<file path="src/rtl/vga_timing_gen_pkg.sv">
// rtl/vga_timing_gen_pkg.sv - 640x480@60 timing constants, coordinate type and decode helper
package vga_timing_pkg;

    localparam int COORD_W = 10;
    typedef logic [COORD_W-1:0] coord_t;

    localparam int DEF_H_ACTIVE = 640;
    localparam int DEF_H_FP     = 16;
    localparam int DEF_H_SYNC   = 96;
    localparam int DEF_H_BP     = 48;
    localparam int DEF_V_ACTIVE = 480;
    localparam int DEF_V_FP     = 10;
    localparam int DEF_V_SYNC   = 2;
    localparam int DEF_V_BP     = 33;
    localparam int DEF_SYNC_POL = 0;
    localparam int DEF_CLK_DIV  = 4;

    localparam int DEF_H_TOTAL  = DEF_H_ACTIVE + DEF_H_FP + DEF_H_SYNC + DEF_H_BP;
    localparam int DEF_V_TOTAL  = DEF_V_ACTIVE + DEF_V_FP + DEF_V_SYNC + DEF_V_BP;
    localparam int DEF_HS_FIRST = DEF_H_ACTIVE + DEF_H_FP;
    localparam int DEF_HS_LAST  = DEF_HS_FIRST + DEF_H_SYNC - 1;
    localparam int DEF_VS_FIRST = DEF_V_ACTIVE + DEF_V_FP;
    localparam int DEF_VS_LAST  = DEF_VS_FIRST + DEF_V_SYNC - 1;

    function automatic logic in_range(coord_t v, coord_t lo, coord_t hi);
        return (v >= lo) && (v <= hi);
    endfunction

endpackage

</file>
<file path="src/rtl/vga_timing_gen_if.sv">
// rtl/vga_timing_gen_if.sv - raster timing bundle shared by the generator and the layer stages
interface vga_timing_gen_if;
    import vga_timing_pkg::*;

    logic   pix_tick;
    coord_t x_pos;
    coord_t y_pos;
    logic   active;
    logic   hsync;
    logic   vsync;
    logic   line_start;
    logic   frame_start;

    modport master (
        output pix_tick, x_pos, y_pos, active, hsync, vsync, line_start, frame_start
    );
    modport slave (
        input  pix_tick, x_pos, y_pos, active, hsync, vsync, line_start, frame_start
    );
endinterface

</file>
<file path="src/rtl/vga_timing_gen_pix_clk_en.sv">
// rtl/vga_timing_gen_pix_clk_en.sv - CLK_DIV enable divider producing a registered one-clk tick
module pix_clk_en #(
    parameter int CLK_DIV = 4
) (
    input  logic clk,
    input  logic rst,
    output logic tick
);
    localparam int CNT_W = (CLK_DIV > 1) ? $clog2(CLK_DIV) : 1;
    localparam logic [CNT_W-1:0] CNT_LAST = CNT_W'(CLK_DIV - 1);

    logic [CNT_W-1:0] div_cnt_q, div_cnt_d;
    logic             tick_q;

    always_comb begin
        div_cnt_d = (div_cnt_q == CNT_LAST) ? '0 : div_cnt_q + 1'b1;
    end

    // Registered so the tick is 0 in the reset state even when CLK_DIV is 1.
    always_ff @(posedge clk) begin
        if (rst) begin
            div_cnt_q <= '0;
            tick_q    <= 1'b0;
        end else begin
            div_cnt_q <= div_cnt_d;
            tick_q    <= (div_cnt_d == CNT_LAST);
        end
    end

    assign tick = tick_q;
endmodule

</file>
<file path="src/rtl/vga_timing_gen.sv">
// rtl/vga_timing_gen.sv - pixel-rate h/v raster counters with registered sync/active/strobe decode
module vga_timing_gen
    import vga_timing_pkg::*;
#(
    parameter int H_ACTIVE = DEF_H_ACTIVE,
    parameter int H_FP     = DEF_H_FP,
    parameter int H_SYNC   = DEF_H_SYNC,
    parameter int H_BP     = DEF_H_BP,
    parameter int V_ACTIVE = DEF_V_ACTIVE,
    parameter int V_FP     = DEF_V_FP,
    parameter int V_SYNC   = DEF_V_SYNC,
    parameter int V_BP     = DEF_V_BP,
    parameter int SYNC_POL = DEF_SYNC_POL,
    parameter int CLK_DIV  = DEF_CLK_DIV
) (
    input  logic              clk,
    input  logic              rst,
    vga_timing_gen_if.master  vga_o
);
    localparam int H_TOTAL = H_ACTIVE + H_FP + H_SYNC + H_BP;
    localparam int V_TOTAL = V_ACTIVE + V_FP + V_SYNC + V_BP;

    generate
        if (H_TOTAL > (1 << COORD_W) || V_TOTAL > (1 << COORD_W)) begin : g_bad_total
            $error("vga_timing_gen: H_TOTAL/V_TOTAL exceed the coordinate width");
        end
        if (CLK_DIV < 1) begin : g_bad_div
            $error("vga_timing_gen: CLK_DIV must be at least 1");
        end
    endgenerate

    localparam coord_t H_LAST   = coord_t'(H_TOTAL - 1);
    localparam coord_t V_LAST   = coord_t'(V_TOTAL - 1);
    localparam coord_t H_ACT    = coord_t'(H_ACTIVE);
    localparam coord_t V_ACT    = coord_t'(V_ACTIVE);
    localparam coord_t HS_FIRST = coord_t'(H_ACTIVE + H_FP);
    localparam coord_t HS_LAST  = coord_t'(H_ACTIVE + H_FP + H_SYNC - 1);
    localparam coord_t VS_FIRST = coord_t'(V_ACTIVE + V_FP);
    localparam coord_t VS_LAST  = coord_t'(V_ACTIVE + V_FP + V_SYNC - 1);
    localparam logic   SYNC_ON  = (SYNC_POL != 0);

    logic   pix_tick;
    coord_t h_cnt_q, h_cnt_d;
    coord_t v_cnt_q, v_cnt_d;
    logic   active_q, active_d;
    logic   hsync_q, hsync_d;
    logic   vsync_q, vsync_d;
    logic   line_start_q, line_start_d;
    logic   frame_start_q, frame_start_d;

    pix_clk_en #(.CLK_DIV(CLK_DIV)) u_pix_clk_en (
        .clk  (clk),
        .rst  (rst),
        .tick (pix_tick)
    );

    always_comb begin
        h_cnt_d = h_cnt_q;
        v_cnt_d = v_cnt_q;
        if (pix_tick) begin
            if (h_cnt_q == H_LAST) begin
                h_cnt_d = '0;
                v_cnt_d = (v_cnt_q == V_LAST) ? '0 : v_cnt_q + coord_t'(1);
            end else begin
                h_cnt_d = h_cnt_q + coord_t'(1);
            end
        end
    end

    // Decode from the next counter values so every output lands on the same edge as x/y.
    always_comb begin
        active_d      = (h_cnt_d < H_ACT) && (v_cnt_d < V_ACT);
        hsync_d       = in_range(h_cnt_d, HS_FIRST, HS_LAST) ? SYNC_ON : !SYNC_ON;
        vsync_d       = in_range(v_cnt_d, VS_FIRST, VS_LAST) ? SYNC_ON : !SYNC_ON;
        line_start_d  = pix_tick && (h_cnt_d == '0);
        frame_start_d = line_start_d && (v_cnt_d == '0);
    end

    always_ff @(posedge clk) begin
        if (rst) begin
            h_cnt_q       <= H_LAST;
            v_cnt_q       <= V_LAST;
            active_q      <= 1'b0;
            hsync_q       <= !SYNC_ON;
            vsync_q       <= !SYNC_ON;
            line_start_q  <= 1'b0;
            frame_start_q <= 1'b0;
        end else begin
            h_cnt_q       <= h_cnt_d;
            v_cnt_q       <= v_cnt_d;
            active_q      <= active_d;
            hsync_q       <= hsync_d;
            vsync_q       <= vsync_d;
            line_start_q  <= line_start_d;
            frame_start_q <= frame_start_d;
        end
    end

    assign vga_o.pix_tick    = pix_tick;
    assign vga_o.x_pos       = h_cnt_q;
    assign vga_o.y_pos       = v_cnt_q;
    assign vga_o.active      = active_q;
    assign vga_o.hsync       = hsync_q;
    assign vga_o.vsync       = vsync_q;
    assign vga_o.line_start  = line_start_q;
    assign vga_o.frame_start = frame_start_q;
endmodule

</file>
<file path="src/flat_wrapper.sv">
// flat-port wrapper written by rule: the top's interface ports become plain ports
module vga_timing_gen_flat import vga_timing_pkg::*;
#(
    parameter int H_ACTIVE = DEF_H_ACTIVE,
    parameter int H_FP     = DEF_H_FP,
    parameter int H_SYNC   = DEF_H_SYNC,
    parameter int H_BP     = DEF_H_BP,
    parameter int V_ACTIVE = DEF_V_ACTIVE,
    parameter int V_FP     = DEF_V_FP,
    parameter int V_SYNC   = DEF_V_SYNC,
    parameter int V_BP     = DEF_V_BP,
    parameter int SYNC_POL = DEF_SYNC_POL,
    parameter int CLK_DIV  = DEF_CLK_DIV
)
  (clk, rst, vga_o_pix_tick, vga_o_x_pos, vga_o_y_pos, vga_o_active, vga_o_hsync, vga_o_vsync, vga_o_line_start, vga_o_frame_start);
  vga_timing_gen_if vga_o_i ();
  input  logic clk;
  input  logic rst;
  output wire logic [$bits(vga_o_i.pix_tick)-1:0] vga_o_pix_tick;
  output wire logic [$bits(vga_o_i.x_pos)-1:0] vga_o_x_pos;
  output wire logic [$bits(vga_o_i.y_pos)-1:0] vga_o_y_pos;
  output wire logic [$bits(vga_o_i.active)-1:0] vga_o_active;
  output wire logic [$bits(vga_o_i.hsync)-1:0] vga_o_hsync;
  output wire logic [$bits(vga_o_i.vsync)-1:0] vga_o_vsync;
  output wire logic [$bits(vga_o_i.line_start)-1:0] vga_o_line_start;
  output wire logic [$bits(vga_o_i.frame_start)-1:0] vga_o_frame_start;
  assign vga_o_pix_tick = vga_o_i.pix_tick;
  assign vga_o_x_pos = vga_o_i.x_pos;
  assign vga_o_y_pos = vga_o_i.y_pos;
  assign vga_o_active = vga_o_i.active;
  assign vga_o_hsync = vga_o_i.hsync;
  assign vga_o_vsync = vga_o_i.vsync;
  assign vga_o_line_start = vga_o_i.line_start;
  assign vga_o_frame_start = vga_o_i.frame_start;
  vga_timing_gen #(.H_ACTIVE(H_ACTIVE), .H_FP(H_FP), .H_SYNC(H_SYNC), .H_BP(H_BP), .V_ACTIVE(V_ACTIVE), .V_FP(V_FP), .V_SYNC(V_SYNC), .V_BP(V_BP), .SYNC_POL(SYNC_POL), .CLK_DIV(CLK_DIV)) u_core (.clk(clk), .rst(rst), .vga_o(vga_o_i));
endmodule
</file>
<file path="config.mk">
export PLATFORM = sky130hd
export DESIGN_NAME = vga_timing_gen_flat
export DESIGN_NICKNAME = d
export VERILOG_FILES = /design/src/rtl/vga_timing_gen_pkg.sv /design/src/rtl/vga_timing_gen_if.sv /design/src/rtl/vga_timing_gen_pix_clk_en.sv /design/src/rtl/vga_timing_gen.sv /design/src/flat_wrapper.sv
export SDC_FILE = /design/constraint.sdc
export NUM_CORES = 1
export LEC_CHECK = 0
export ABC_CLOCK_PERIOD_IN_PS = 3200
export BUFFER_PORTS_ARGS = -buffer_cell sky130_fd_sc_hd__buf_2
export CELL_PAD_IN_SITES_DETAIL_PLACEMENT = 1
export CELL_PAD_IN_SITES_GLOBAL_PLACEMENT = 1
export CORE_ASPECT_RATIO = 0.6
export CORE_MARGIN = 3
export CORE_UTILIZATION = 44
export DETAILED_ROUTE_END_ITERATION = 6
export PLACE_DENSITY = 0.84
export SYNTH_ARGS = -nofsm -noshare
export SYNTH_HDL_FRONTEND = slang
export SYNTH_HIERARCHICAL = 1
export SYNTH_SLANG_ARGS = --single-unit
</file>
<file path="constraint.sdc">
create_clock -name clk -period 3.2 [get_ports clk]
set_input_delay 0.48 -clock clk [delete_from_list [all_inputs] [get_ports clk]]
set_output_delay 0.48 -clock clk [all_outputs]
set_load 0.1 [all_outputs]
</file>
## Word level (Yosys, flattened, before mapping)

Cells that the tools add are included.

- Bits in registers: 28
- Input port bits: 2
- Output and inout port bits: 26
- Word-level logic and storage cells: 37

- Add/sub/neg operators: 3
- Order comparisons: 6
- Eq/ne operators: 4
- Multiplexer cells: 8
- Reductions and logical operators: 7

Operators with widths:

| operator | count |
|---|---|
| 2-to-1 mux 10 bit | 5 |
| adder 10 x 1 -> 10 bit (second input constant) | 2 |
| == test 10 bit (second input constant) | 2 |
| logical NOT 10 bit | 2 |
| >= comparator 10 bit (second input constant) | 1 |
| >= comparator 10 x 9 -> 1 bit (second input constant) | 1 |
| less-or-equal comparator 10 bit (second input constant) | 1 |
| less-or-equal comparator 10 x 9 -> 1 bit (second input constant) | 1 |
| < comparator 10 bit (second input constant) | 1 |
| < comparator 10 x 9 -> 1 bit (second input constant) | 1 |
| logical AND 1 bit | 5 |
| == test 2 bit (second input constant) | 2 |
| adder 2 x 1 -> 2 bit (second input constant) | 1 |
| 2-to-1 mux 1 bit | 2 |
| 2-to-1 mux 2 bit | 1 |

## Longest topological paths before layout

Gate-level depths: netlist of the first run.

- Depth in word-level cells: 7
- Mapped depth: 8
- Gate-level depth less buffers: 7

## Hierarchy

The synthesis of the first run kept the hierarchy.

Modules (own cells, without submodules):

| module | times used | cells an instance | area an instance (um^2) | sequential area each (um^2) |
|---|---|---|---|---|
| vga_timing_gen | 1 | 185 | 1492.7 | 500.5 |
| pix_clk_en | 1 | 9 | 108.9 | 60.1 |

## Least setup slack after synthesis of the first run

Ideal clock, no wire load.

- Path kind: register to register
- Start point: reg u_core.h_cnt_q[0], in the netlist u_core/vga_o.x_pos[0]
- End point: reg u_core.frame_start_q, in the netlist u_core/vga_o.frame_start
- Arrival time: 2.828 ns
- Required time: 3.112 ns
- Setup slack: 0.285 ns
- Cell stages (with the launch flop): 8
- Period minus slack after synthesis: 2.915 ns
- Path through: dfxtp_1 > ha_1 > and2_1 > nand2_1 > o2bb2ai_1 > or3_1 > or3_1 > nor4_2

- Word-level cells in the longest chain between the ends: 6
- Elaborated cells on any way between the ends: 10
- Those cells by class: 1 x add/sub; 1 x eq/ne; 4 x mux; 4 x reduce/logical

RTL lines:

| element | line | source |
|---|---|---|
| start, declared | vga_timing_gen.sv:43 | `coord_t h_cnt_q, h_cnt_d;` |
| start signal, assigned | vga_timing_gen.sv:89 | `h_cnt_q <= h_cnt_d;` |
| adder 10 x 1 -> 10 bit / == test 10 bit (equally long branches) | vga_timing_gen.sv:65, vga_timing_gen.sv:61 |  |
| 2-to-1 mux 10 bit | vga_timing_gen.sv:61 | `if (h_cnt_q == H_LAST) begin` |
| 2-to-1 mux 10 bit | vga_timing_gen.sv:60 | `if (pix_tick) begin` |
| logical NOT 10 bit | vga_timing_gen.sv:75 | `line_start_d = pix_tick && (h_cnt_d == '0);` |
| logical AND 1 bit | vga_timing_gen.sv:75 |  |
| logical AND 1 bit * | vga_timing_gen.sv:76 | `frame_start_d = line_start_d && (v_cnt_d == '0);` |
| end signal, assigned | vga_timing_gen.sv:95 | `frame_start_q <= frame_start_d;` |
| end, declared | vga_timing_gen.sv:49 | `logic frame_start_q, frame_start_d;` |

Mark *: on every way between the ends. The rest lies on a longest branch, timed or not.
A chain may end at the register's enable or synchronous reset.

## Worst setup path in the final report of the first run

- Start point: reg u_core.h_cnt_q[0], in the netlist u_core/vga_o.x_pos[0]
- End point: reg u_core.vsync_q, in the netlist u_core/vga_o.vsync

- Word-level cells in the longest chain between the ends: 6
- Elaborated cells on any way between the ends: 7
- Those cells by class: 2 x order compare; 1 x eq/ne; 3 x mux; 1 x reduce/logical

RTL lines:

| element | line | source |
|---|---|---|
| == test 10 bit * | vga_timing_gen.sv:61 |  |
| 2-to-1 mux 10 bit * | vga_timing_gen.sv:61 |  |
| 2-to-1 mux 10 bit * | vga_timing_gen.sv:60 |  |
| >= comparator 10 x 9 -> 1 bit / less-or-equal comparator 10 x 9 -> 1 bit (equally long branches) | vga_timing_gen_pkg.sv:26 | `return (v >= lo) && (v <= hi);` |
| logical AND 1 bit * | vga_timing_gen_pkg.sv:26 |  |
| 2-to-1 mux 1 bit * | vga_timing_gen.sv:74 | `vsync_d = in_range(v_cnt_d, VS_FIRST, VS_LAST) ? SYNC_ON : !SYNC_ON;` |
| end signal, assigned | vga_timing_gen.sv:85 | `vsync_q <= !SYNC_ON;` |
| end signal, assigned | vga_timing_gen.sv:93 | `vsync_q <= vsync_d;` |
| end, declared | vga_timing_gen.sv:47 | `logic vsync_q, vsync_d;` |

Marks and branches as above.

==> results of run 1 <==
-- per-layer routing --
metal,GRT usage (%),up-vias,routed length (µm)
li1,-,734,-
met1,33.5,762,2430
met2,39.7,57,2270
met3,4.55,8,360
met4,7.75,0,65
met5,0,-,0
-- registers in the layout, summed over array words and instances (netlist names) --
signal	flops
u_core/u_pix_clk_en/div_cnt_q	2
u_core/vga_o.active	1
u_core/vga_o.frame_start	1
u_core/vga_o.y_pos	10
u_core/u_pix_clk_en/tick	1
u_core/vga_o.hsync	1
u_core/vga_o.line_start	1
u_core/vga_o.vsync	1
u_core/vga_o.x_pos	10
-- cells in the mapped netlist (4+ instances only) --
| cell | n |
|---|---|
| clkbuf_1 | 8 |
| nand4_1 | 6 |
| xor2_1 | 6 |
| a21oi_1 | 8 |
| nand2b_1 | 4 |
| inv_1 | 8 |
| nor2b_1 | 6 |
| or3_1 | 5 |
| nor2_1 | 13 |
| nand3_1 | 9 |
| nand2_1 | 14 |
| nor3_1 | 7 |
| ha_1 | 5 |
| xnor2_1 | 6 |
| o21ai_0 | 8 |
| dfxtp_1 | 28 |
| and3_1 | 4 |
-- worst max-delay path by stage --
stage / slack (ns) / start / endpoint
after detailed placement: 0.50 / u_core/vga_o.x_pos[0] / u_core/vga_o.vsync
after floorplan: 0.28 / u_core/vga_o.x_pos[0] / u_core/vga_o.frame_start
final: 0.41 / u_core/vga_o.x_pos[0] / u_core/vga_o.vsync
after global routing: 0.22 / u_core/vga_o.x_pos[0] / u_core/vga_o.vsync
after CTS: 0.48 / u_core/vga_o.x_pos[0] / u_core/vga_o.vsync
after global placement: 0.76 / u_core/vga_o.x_pos[0] / u_core/vga_o.vsync
-- metrics by stage --
step | worst slack (ns) | std cells | area, µm² | utilization (%) | hold WS, ns
after floorplan | 0.285 | 194 | 1600 | - | 0.433
after global placement | 0.762 | 255 | 1740 | 51.8 | 0.446
after detailed placement | 0.497 | 255 | 1740 | 51.8 | 0.466
after CTS | 0.475 | 258 | 1780 | 53.1 | 0.482
after global routing | 0.216 | 258 | 1780 | 53.1 | 0.510
final | 0.408 | 258 | 1780 | 53.1 | 0.476
-- worst register-to-register path: cells and delay by family, from the launching register on --
family,cells,cell delay [ns]
adder cells (fa/ha/maj),1,0.34
AND/OR/NAND/NOR,5,1.66
XOR/XNOR,1,0.18
flip-flops,1,0.48
-- power by group through the flow --
stage | registers [mW] | logic [mW] | clock network [mW]
2_1_floorplan | 0.475 | 0.116 | 0
3_3_place_gp | 0.399 | 0.227 | 0
3_5_place_dp | 0.403 | 0.235 | 0
4_1_cts | 0.395 | 0.237 | 0.199
5_1_grt | 0.399 | 0.257 | 0.214
6_report | 0.396 | 0.241 | 0.197
-- placed cells by master, fill, tap and decap left out, types with 5 or more instances in the layout --
| cell type | instances |
|---|---|
| or3_1 | 5 |
| nor2_1 | 13 |
| ha_1 | 5 |
| nand2_1 | 14 |
| o21ai_0 | 8 |
| nor2b_1 | 6 |
| nand4_1 | 6 |
| xor2_1 | 6 |
| dfxtp_1 | 28 |
| inv_1 | 8 |
| a21oi_1 | 8 |
| xnor2_1 | 6 |
| nor3_1 | 7 |
| buf_2 | 27 |
| nand3_1 | 9 |
-- layout make-up --
type | count | area (µm²)
multi-input cells | 145 | 950
inverters | 9 | 33.8
well taps | 45 | 56.3
repair buffers | 28 | 143
clock buffers | 3 | 41.3
flip-flops and latches | 28 | 561
fillers | 427 | 1580
-- cells by family after synthesis --
logic type               after synthesis  synth area share, %
XOR/XNOR                              12                 6.56
AO/OA/AOI/OAI                         40                 17.3
flip-flops                            28                 35.0
buffers and inverters                 21                 5.70
AND/OR/NAND/NOR                       88                 31.6
adder cells (fa/ha/maj)                5                 3.91
==> out/metrics.yaml, run 1 <==
fin_nets: 222
critical-path-max-stage-delay_ns: 0.48
drt_iter0_markers: 126
rr_worst_depth: 7
r2r_slack_ns: 0.41
finalCritPeriodShare_pct: 87.3
cts.sinks: 28
hp-class: "reg -> reg"
synth_edf_count: 0
p_seq_share_pct: 47.5
die_area_um2: 4420
synth_flop_cell: "dfxtp_1"
route.final.wire_length_mm: 5.12
critPathMaxFanout: 9
via_per_inst: 6.05
clk_latency_ns: 0.28
ys_seq_elements: 28
status: "completed"
worstSetupStartpointType: "flip-flop"
finalPower_mw: 0.834
synth.distinct_cells: 54
peakVddDrop_uv: 222
ys_seq_area_share_pct: 35.0
critical_path.top_delay_family: "simple AND/OR/NAND/NOR gates"
yosys-top-cells-area: "dfxtp_1 35%, ha_1 3.9%, nand2_1 3.3%, xnor2_1 3.3%, xor2_1 3.3%"
hold_depth: 1
post_cts_resized: 0
critical_path_class: "reg -> reg"
synthArstFlopShare_pct: 0
clockPowerShare_pct: 23.6
yosysWarnings: 6
start_util_pct: 47.6
die_h_um: 52.7
r2r-start: "u_core/vga_o.x_pos[0]"
rsz0062_at_grt: "false"
power_density_nw_per_um2: 467
wl_per_cell_um: 19.9
internal-power_mw: 0.510
slew_headroom_pct: 64.0
core_um2: 3360
crit_arrival_ns: 2.93
drv_slew: 0
dp_hpwl_mm: 3.69
path_depth: 7
cts_buffers: 3
cts_buffer_depth: 2
hp-start: "u_core/u_pix_clk_en/div_cnt_q[0]"
timing.rr.end: "u_core/vga_o.vsync"
vias: 1561
maxCapViolCount: 0
yosysTopAreaCell: "dfxtp_1"
skew_ns: 0.00744
root_buffer: "clkbuf_8"
synth_top_area_share_pct: 35.0
setup_violations: 0
hold_viol: 0
timing.fmax_mhz: 358
cp.required_ns: 3.34
antennaDiodeCount: 0
power.leakage_nw: 0.700
hold_buffers: 0
p_comb_share_pct: 28.9
drt-pass1-iter-count: 4
crit_chain: "ha_1 -> and2_1 -> nand4_1 -> nor4_1 -> xnor2_1 -> nor4_1 -> nand4_1"
switching_share_pct: 38.8
syn_inst: 194
drc: 0
fin_setup_tns_ns: 0
critPathBufInv: 0
ant_nets: 0
min_delay_worst_endpoint: "u_core/u_pix_clk_en/div_cnt_q[0]"
grt_pass1_wl_mm: 8.33
row_count: 16
antenna_found_initial: 0
grt_pass1_vias: 1589
grt_max_degree: 24
critical_path.endpoint_type: "flip-flop"
netlist_area_um2: 1600
final_layout_size_suffix_gt1_share_pct: 17.8
cp_slowest_cell: "dfxtp_1"
cts_tree: "yes"
gr-total-overflow: 0
syn_area_per_cell_um2: 8.26
num_io_pins: 28
period_needed_ns: 2.79
clkTransAtPathRegs_ns: 0.10
die_w_um: 83.9
area_growth_syn_to_layout_pct: 11.4
portBuffers: 27
htree_levels: 1
synth_nets: 201
worst_pin_slew_ns: 0.538
grt_use_total_pct: 24.6
cts_setup_buffers: 0
power_switching_mw: 0.324
routabilityCongestion: 0.974
Note: power is estimated with default switching activity, not from simulation.
==> run 2, diff against run 1 <==
--- a/config.mk
+++ b/config.mk
@@ -7,13 +7,11 @@
 export LEC_CHECK = 0
 export ABC_CLOCK_PERIOD_IN_PS = 3200
 export BUFFER_PORTS_ARGS = -buffer_cell sky130_fd_sc_hd__buf_2
-export CELL_PAD_IN_SITES_DETAIL_PLACEMENT = 1
-export CELL_PAD_IN_SITES_GLOBAL_PLACEMENT = 1
 export CORE_ASPECT_RATIO = 0.6
 export CORE_MARGIN = 3
-export CORE_UTILIZATION = 44
+export CORE_UTILIZATION = 57
 export DETAILED_ROUTE_END_ITERATION = 6
-export PLACE_DENSITY = 0.84
+export PLACE_DENSITY = 0.81
 export SYNTH_ARGS = -nofsm -noshare
 export SYNTH_HDL_FRONTEND = slang
 export SYNTH_HIERARCHICAL = 1
==> run 2 against run 1 <==
Effect of this change:
- clock power grew 10%
- critical endpoint is now u_core/vga_o.active
- critical path depth is the same
- via count shrank 1.3%
- fmax grew 7.5%
- final cell count shrank 4.7%
- flip-flop and latch count is the same
- sequential power is essentially flat
- global-route usage shrank 0.47 points
- non-clock buffer count is the same
- design area shrank 0.14%
- power grew 1.4%
- register-to-register slack gained 0.19 ns
==> out/metrics.yaml, run 2 (synthesized netlist as in run 1, its figures left out) <==
fin_nets: 222  # unchanged
portBuffers: 27  # unchanged
post_cts_resized: 0  # unchanged
vias: 1540  # -1.3%
fill_cells: 215  # -50%
hold_depth: 1  # unchanged
cts_tree: "yes"
power_density_nw_per_um2: 475  # +1.6%
cts_buffers: 3  # unchanged
wl_met3_um: 511  # +42%
cts_setup_buffers: 0  # unchanged
antenna_found_initial: 0  # unchanged
rsz0062_at_grt: "false"
cts.sinks: 28  # unchanged
grt_pass1_vias: 1283  # -19%
hp-start: "u_core/u_pix_clk_en/div_cnt_q[0]"
num_io_pins: 28  # unchanged
slew_headroom_pct: 67.2  # +3.3 points
drt-pass1-iter-count: 5  # +1
dp_hpwl_mm: 2.92  # -21%
status: "completed"
core_um2: 2590  # -23%
wl_met2_mm: 1.58  # -30%
dp_slack_ns: 0.748  # +0.251 ns
routabilityCongestion: 0.977  # +0.33%
worstSetupStartpointType: "flip-flop"
cts_buffer_depth: 2  # unchanged
route.final.wire_length_mm: 4.03  # -21%
highest_layer: "met4"
finalWorstSetupSlack_ns: 0.602  # +0.194 ns
grt_max_degree: 24  # unchanged
r2r-start: "u_core/vga_o.x_pos[0]"
clkTransAtPathRegs_ns: 0.09  # about the same
placed_area_um2: 1730  # -0.93%
die_area_um2: 3500  # -21%
peakVddDrop_uv: 336  # +51%
final_layout_size_suffix_gt1_share_pct: 18.2  # +0.38 points
skew_ns: 0.00397  # -0.00347 ns
layout_common_cells: "28 x dfxtp_1, 27 x buf_2, 14 x nand2_1"
timing.rr.end: "u_core/vga_o.active"
critPathMaxFanout: 11  # +2
ant_nets: 0  # unchanged
cp-startpoint: "u_core/vga_o.x_pos[0]"
rr_worst_depth: 7  # unchanged
clk_latency_ns: 0.27  # about the same
crit_arrival_ns: 2.79  # -0.14 ns
hp-class: "reg -> reg"
period_needed_ns: 2.60  # -0.194 ns
min_delay_worst_endpoint: "u_core/u_pix_clk_en/div_cnt_q[0]"
holdWs_ns: 0.476  # -0.000255 ns
r2r_slack_ns: 0.60  # +0.19 ns
drc: 0  # unchanged
hold_viol: 0  # unchanged
grt_use_total_pct: 24.1  # -0.47 points
fin_setup_tns_ns: 0  # unchanged
finish.instance_area_um2: 1780  # -0.14%
hold_buffers: 0  # unchanged
finalCritPeriodShare_pct: 81.2  # -6.1 points
critical_path_class: "reg -> reg"
gr-total-overflow: 0  # unchanged
setup_violations: 0  # unchanged
drv_slew: 0  # unchanged
grt_pass1_wl_mm: 6.32  # -24%
via_per_inst: 6.26  # +3.5%
critical_path.endpoint_type: "flip-flop"
antennaDiodeCount: 0  # unchanged
root_buffer: "clkbuf_8"
drt_iter0_markers: 204  # +62%
timing.fmax_mhz: 385  # +7.5%
final_common_cell: "dfxtp_1"
htree_levels: 1  # unchanged
area_growth_syn_to_layout_pct: 11.3
maxCapViolCount: 0  # unchanged
met1_length_mm: 1.88  # -23%
die_w_um: 74.4  # -11%
start_util_pct: 61.8  # +14 points
wl_per_cell_um: 16.4  # -17%
row_count: 14  # -2
cp.required_ns: 3.40  # +0.06 ns
worst_pin_slew_ns: 0.495  # -0.0437 ns
die_h_um: 47.1  # -11%
power.leakage_nw: 0.708  # +1.0%
run 2: cell count changes in the layout (fill, tap and decap cells not counted):
cell	change
clkbuf_8	+1
run 2: worst max-delay path by stage:
stage / endpoint / slack, ns / cells past startpoint
6_report: u_core/vga_o.active / 0.60 / 7
4_1_cts: u_core/vga_o.frame_start / 0.72 / 7
3_3_place_gp: u_core/vga_o.frame_start / 0.88 / 7
3_5_place_dp: u_core/vga_o.frame_start / 0.75 / 7
2_1_floorplan: u_core/vga_o.frame_start / 0.28 / 7
5_1_grt: u_core/vga_o.vsync / 0.50 / 8
run 2: stage by stage:
stage / total power [mW] / std cells / utilization [%]
CTS: 0.847 / 246 / 68.7
finish: 0.846 / 246 / 68.7
global placement: 0.625 / 242 / 66.6
floorplan: 0.591 / 194 / -
detailed placement: 0.628 / 242 / 66.6
global route: 0.883 / 246 / 68.7
run 2: power by group:
group          leakage [nW]  switching [mW]  total, mW  internal, mW
registers             0.227          0.0293      0.393         0.364
clock network        0.0288           0.107      0.217         0.110
logic                 0.452           0.174      0.235        0.0617
total                 0.708           0.310      0.846         0.536
run 2: cell type report:
type                    count  area [µm²]  area share [%]
clock buffers               4        55.1            3.09
inverters                   9        33.8            1.90
multi-input cells         145         950            53.3
flip-flops and latches     28         561            31.5
well taps                  32        40.0            2.25
repair buffers             28         143            8.01
run 2: metal layers:
metal	up-vias	track usage (%)
li1	743	-
met1	695	36.0
met2	94	33.5
met3	8	7.91
met4	0	5.32
met5	-	0
run 2: critical path, stage by stage (launching register included):
cell and delay [ns]:
dfxtp_1 0.45, ha_1 0.32, and2_1 0.25, and4_1 0.48, o21ai_1 0.20, a211oi_1 0.48, o21ai_0 0.17, nor3_1 0.16
